<file path="src/rtl/div4bit_restoring.sv">
// div4bit_restoring: sequential restoring unsigned divider, one quotient bit per clock, start/done handshake.
module div4bit_restoring #(
    parameter int N = 4
) (
    input  logic         clk,
    input  logic         reset_n,
    input  logic         start,
    input  logic [N-1:0] dividend,
    input  logic [N-1:0] divisor,
    output logic         busy,
    output logic         done,
    output logic [N-1:0] quotient,
    output logic [N-1:0] remainder,
    output logic         div_by_zero
);
    localparam int CW = $clog2(N + 1);

    typedef enum logic [1:0] {IDLE, CALC, DONE} state_t;

    state_t        state, state_n;
    logic [N:0]    r, r_n, t, diff;
    logic [N-1:0]  q, q_n, d, d_n, quotient_n, remainder_n;
    logic [CW-1:0] count, count_n;
    logic          dbz_n;

    // Trial subtraction: a clear MSB of diff means the shifted remainder covers the divisor.
    assign t    = {r[N-1:0], q[N-1]};
    assign diff = t - {1'b0, d};
    assign busy = state != IDLE;
    assign done = state == DONE;

    always_ff @(posedge clk or negedge reset_n) begin
        if (!reset_n) begin
            state       <= IDLE;
            r           <= '0;
            q           <= '0;
            d           <= '0;
            count       <= '0;
            quotient    <= '0;
            remainder   <= '0;
            div_by_zero <= 1'b0;
        end else begin
            state       <= state_n;
            r           <= r_n;
            q           <= q_n;
            d           <= d_n;
            count       <= count_n;
            quotient    <= quotient_n;
            remainder   <= remainder_n;
            div_by_zero <= dbz_n;
        end
    end

    always_comb begin
        state_n     = state;
        r_n         = r;
        q_n         = q;
        d_n         = d;
        count_n     = count;
        quotient_n  = quotient;
        remainder_n = remainder;
        dbz_n       = div_by_zero;
        case (state)
            IDLE: if (start) begin
                d_n = divisor;
                q_n = dividend;
                r_n = '0;
                if (divisor == '0) begin
                    state_n     = DONE;
                    quotient_n  = '1;
                    remainder_n = dividend;
                    dbz_n       = 1'b1;
                end else begin
                    state_n = CALC;
                    count_n = CW'(N);
                end
            end
            CALC: begin
                r_n     = diff[N] ? t : diff;
                q_n     = {q[N-2:0], ~diff[N]};
                count_n = count - CW'(1);
                if (count == CW'(1)) begin
                    state_n     = DONE;
                    quotient_n  = q_n;
                    remainder_n = r_n[N-1:0];
                    dbz_n       = 1'b0;
                end
            end
            DONE:    state_n = IDLE;
            default: state_n = IDLE;
        endcase
    end
endmodule

</file>
<file path="config.mk">
export PLATFORM = sky130hd
export DESIGN_NAME = div4bit_restoring
export DESIGN_NICKNAME = d
export VERILOG_FILES = /design/src/rtl/div4bit_restoring.sv
export SDC_FILE = /design/constraint.sdc
export NUM_CORES = 1
export LEC_CHECK = 0
export BUFFER_PORTS_ARGS = -buffer_cell sky130_fd_sc_hd__clkbuf_2
export CAP_MARGIN = 0
export CORE_MARGIN = 2
export CORE_UTILIZATION = 55
export CTS_CLUSTER_SIZE = 28
export DETAILED_ROUTE_END_ITERATION = 7
export GPL_ROUTABILITY_DRIVEN = 0
export PLACE_DENSITY = 0.76
export SYNTH_ARGS = -nofsm -noshare
export SYNTH_HDL_FRONTEND = slang
export SYNTH_SLANG_ARGS = --single-unit
</file>
<file path="constraint.sdc">
create_clock -name clk -period 5.8 [get_ports clk]
set_input_delay 0.58 -clock clk [delete_from_list [all_inputs] [get_ports clk]]
set_output_delay 0.58 -clock clk [all_outputs]
set_load 0.02 [all_outputs]
</file>
==> impl_summary.log <==
[metrics] Int Power: 0.5493 mW
[metrics] kind of end point of the critical path: flip-flop
[metrics] pwr/cell area: 658.8 nW/um2
[metrics] clk_skew: 0.004820 ns
[metrics] post-cts hold buffer count: 0
[metrics] sequential-to-total area share from yosys stat: 45.45%
[metrics] Synth-to-Final Area Change: 9.266%
[metrics] synthesized cell area: 1431 um2
[metrics] Die Wd: 55.02 um
[metrics] num rows: 18
[metrics] number of diodes added for antenna fixing: 0
[metrics] final WL: 2.985 mm
[metrics] Starting Density: 57.78%
[metrics] area of the die: 3027 um2
[metrics] drc violations: 0
[metrics] maximum clock frequency: 416.4 MHz
[metrics] data arrival time of the critical path: 2.61 ns
[metrics] TritonCTS clock tree: built
[metrics] HPWL reported at the end of detailed placement: 2.173 mm
[metrics] RSZ-0062 raised after global routing: no
[metrics] H-Tree Level Count: 1
[metrics] Final Max Tran Viols: 0
[metrics] reg-to-reg slack, setup: 3.40 ns
[metrics] outcome: completed
[metrics] Clock Tree Buf Depth: 2
[metrics] buffers added on ports: 21
[metrics] remaining antenna violation count: 0
[metrics] CTS Root Buffer Type: sky130_fd_sc_hd__clkbuf_4
[metrics] Post-Syn Nets: 171
[metrics] Top-Level Pins: 22
[metrics] Synth area leaders: sky130_fd_sc_hd__dfrtp_1 45%, sky130_fd_sc_hd__ha_1 5.2%, sky130_fd_sc_hd__a21oi_1 4.9%
[metrics] Final Non-Filler Cells: 201
[metrics] largest net degree at the start of global routing: 27
[metrics] number of clock sinks seen by CTS: 26
[metrics] register area: 650.6 um2
[metrics] antenna violations before repair: 0
[metrics] initial detailed-routing violation count: 28
[metrics] startpoint class of the critical path: flip-flop
[metrics] number of nets in the final layout: 190
[metrics] first-pass GRT wire length: 4.940 mm
[metrics] core region area: 2477 um2
[metrics] count of endpoints failing hold in the final timing report: 0
[metrics] clk slew on worst S/H paths: 0.15 ns
[metrics] switching fraction of total power: 46.68%
[metrics] via total after detailed routing: 1166
[metrics] slew at the pin closest to its max-slew limit: 0.6961 ns
[metrics] CP max FO: 8
[metrics] TritonCTS buffer count: 3
[metrics] total negative slack for setup checks: 0 ns
[metrics] share of the synthesized area in the top cell type: 45.45%
[metrics] sequential cell fraction of total power: 33.5%
[metrics] global-route total usage across every layer: 23.03%
[metrics] Synth area leader: sky130_fd_sc_hd__dfrtp_1
[metrics] post-synthesis register bit count: 26
[metrics] post-CTS resize count: 0
[metrics] number of warnings issued by yosys: 0
[metrics] Avg Inst Size Synth: 9.355 um2
[metrics] proportion of layout cells with a drive suffix above 1: 20.47%
[metrics] net switching power figure: 0.4810 mW
[metrics] number of fill cells in the layout: 226
[metrics] routed vias/inst: 5.801
[metrics] reg2reg end: remainder[2]
[metrics] required arrival time at the worst endpoint: 6.01 ns
[metrics] vias in the first global route: 1105
[metrics] grt ovf: 0
[metrics] Worst VDD drop: 0.4031 mV
[metrics] max-cap violation count: 0
[metrics] Distinct cells, synth: 35
[metrics] post-CTS setup buffer count: 0
[metrics] Lkg Pwr: 0.7341 nW
[metrics] Finished Core Util: 63.13%
[metrics] worst setup path category: reg -> reg
[metrics] worst slew margin relative to its limit: 53.50%
[metrics] minimum clock period: 2.401 ns
[metrics] worst hold path type: in -> async
[metrics] clock insertion delay at the later pin of the skew report: 0.32 ns
[metrics] setup violators final: 0
[metrics] Reg2Reg Launch Point: q[3]
[metrics] floorplan die height: 55.02 um
[metrics] area taken by multi-input logic gates: 700.7 um2
[metrics] Clock Power Share: 9.2%
[metrics] post-detailed-route wirelength per cell: 14.85 um
[metrics] combinational share of power: 57.3%
[metrics] Post-Synthesis Cells: 153
[metrics] length of the first detailed-routing pass in iterations: 4
[metrics] number of cells on the worst reg-to-reg path: 8
[metrics] number of placed instances with taps included: 197
[metrics] part of the cycle the worst path needs: 41.40%
[metrics] crit path from: q[3]
[kinds of logic after synthesis]
logic type	share of synthesized area [%]
AO/OA/AOI/OAI	19.41
flip-flops	45.45
adder cells (fa/ha/maj)	6.643
AND/OR/NAND/NOR	20.37
multiplexers	0.6993
XOR/XNOR	1.836
buffers and inverters	5.594
[layout make-up]
class	count	area share (%)
well taps	30	2.400
flip-flops and latches	26	41.60
clock buffers	4	2.320
repair buffers	21	6.720
inverters	9	2.160
multi-input cells	111	44.80
[Yosys cell counts, drive strengths merged]
cell type / instances
and3: 1
a31oi: 4
ha: 6
nand2: 17
a2111oi: 1
mux2i: 1
or2: 2
nand2b: 3
a2111o: 1
clkbuf: 1
dfrtp: 26
or4bb: 1
o21ai: 11
a21boi: 2
or3: 4
a22oi: 2
or4: 1
nand3: 4
xnor2: 2
fa: 1
a211oi: 2
nand3b: 4
a21oi: 17
nor2b: 2
a211o: 2
inv: 9
a21o: 1
or3b: 1
buf: 6
xor2: 1
nor2: 17
[routing by layer]
| layer | up-vias | global-route usage [%] | wire length [um] |
|---|---|---|---|
| met3 | 6 | 2.419 | 176 |
| met5 | - | 0 | 0 |
| met2 | 41 | 38.69 | 1449 |
| li1 | 564 | - | - |
| met1 | 555 | 31.21 | 1306 |
| met4 | 0 | 7.317 | 52 |
[through the flow]
| step | hold slack, ns | area, um2 | total power, mW | setup WS (ns) |
|---|---|---|---|---|
| floorplan | 0.2844 | 1431 | 0.8048 | 3.741 |
| global placement | 0.4630 | 1528 | 0.9098 | 3.628 |
| detailed placement | 0.4687 | 1528 | 0.9360 | 3.441 |
| CTS | 0.2689 | 1564 | 1.035 | 3.392 |
| global route | 0.2828 | 1564 | 1.127 | 3.234 |
| finish | 0.2499 | 1564 | 1.030 | 3.399 |
[power by group through the flow]
| stage | sequential [mW] | combinational (mW) | clock [mW] |
|---|---|---|---|
| floorplan | 0.361 | 0.444 | 0 |
| global placement | 0.343 | 0.567 | 0 |
| detailed placement | 0.348 | 0.588 | 0 |
| CTS | 0.344 | 0.594 | 0.0969 |
| global route | 0.357 | 0.666 | 0.104 |
| finish | 0.345 | 0.590 | 0.0949 |
[how the worst max path moves through the flow]
stage          cells past startpoint           end
2_1_floorplan                      8  remainder[2]
6_report                           8  remainder[2]
3_5_place_dp                       8  remainder[2]
5_1_grt                            8  remainder[2]
3_3_place_gp                       8  remainder[2]
4_1_cts                            8  remainder[2]
[registers in the layout (all words and copies together) (netlist names)]
signal	flops
d	4
q	4
quotient	4
r	4
remainder	4
count	3
state	2
div_by_zero	1
[placed cells by master (no fill, tap or decap), types with 4 or more instances in the layout]
cell / Yosys / final
sky130_fd_sc_hd__a21oi_1: 14 / 14
sky130_fd_sc_hd__a31oi_1: 4 / 4
sky130_fd_sc_hd__clkbuf_2: 0 / 21
sky130_fd_sc_hd__dfrtp_1: 26 / 26
sky130_fd_sc_hd__ha_1: 6 / 6
sky130_fd_sc_hd__inv_1: 9 / 9
sky130_fd_sc_hd__nand2_1: 17 / 17
sky130_fd_sc_hd__nand3_1: 4 / 4
sky130_fd_sc_hd__nand3b_1: 4 / 4
sky130_fd_sc_hd__nor2_1: 14 / 14
sky130_fd_sc_hd__o21ai_0: 10 / 10
sky130_fd_sc_hd__or3_1: 4 / 4
[critical path, cell delays in order (launching register included)]
cell                        delay [ns]
sky130_fd_sc_hd__dfrtp_1          0.40
sky130_fd_sc_hd__inv_1            0.07
sky130_fd_sc_hd__ha_1             0.22
sky130_fd_sc_hd__fa_1             0.40
sky130_fd_sc_hd__nand2b_1         0.18
sky130_fd_sc_hd__a21oi_2          0.33
sky130_fd_sc_hd__nor2_1           0.12
sky130_fd_sc_hd__a2111oi_0        0.44
sky130_fd_sc_hd__a21oi_1          0.13
Note: power is estimated with default switching activity, not from simulation.
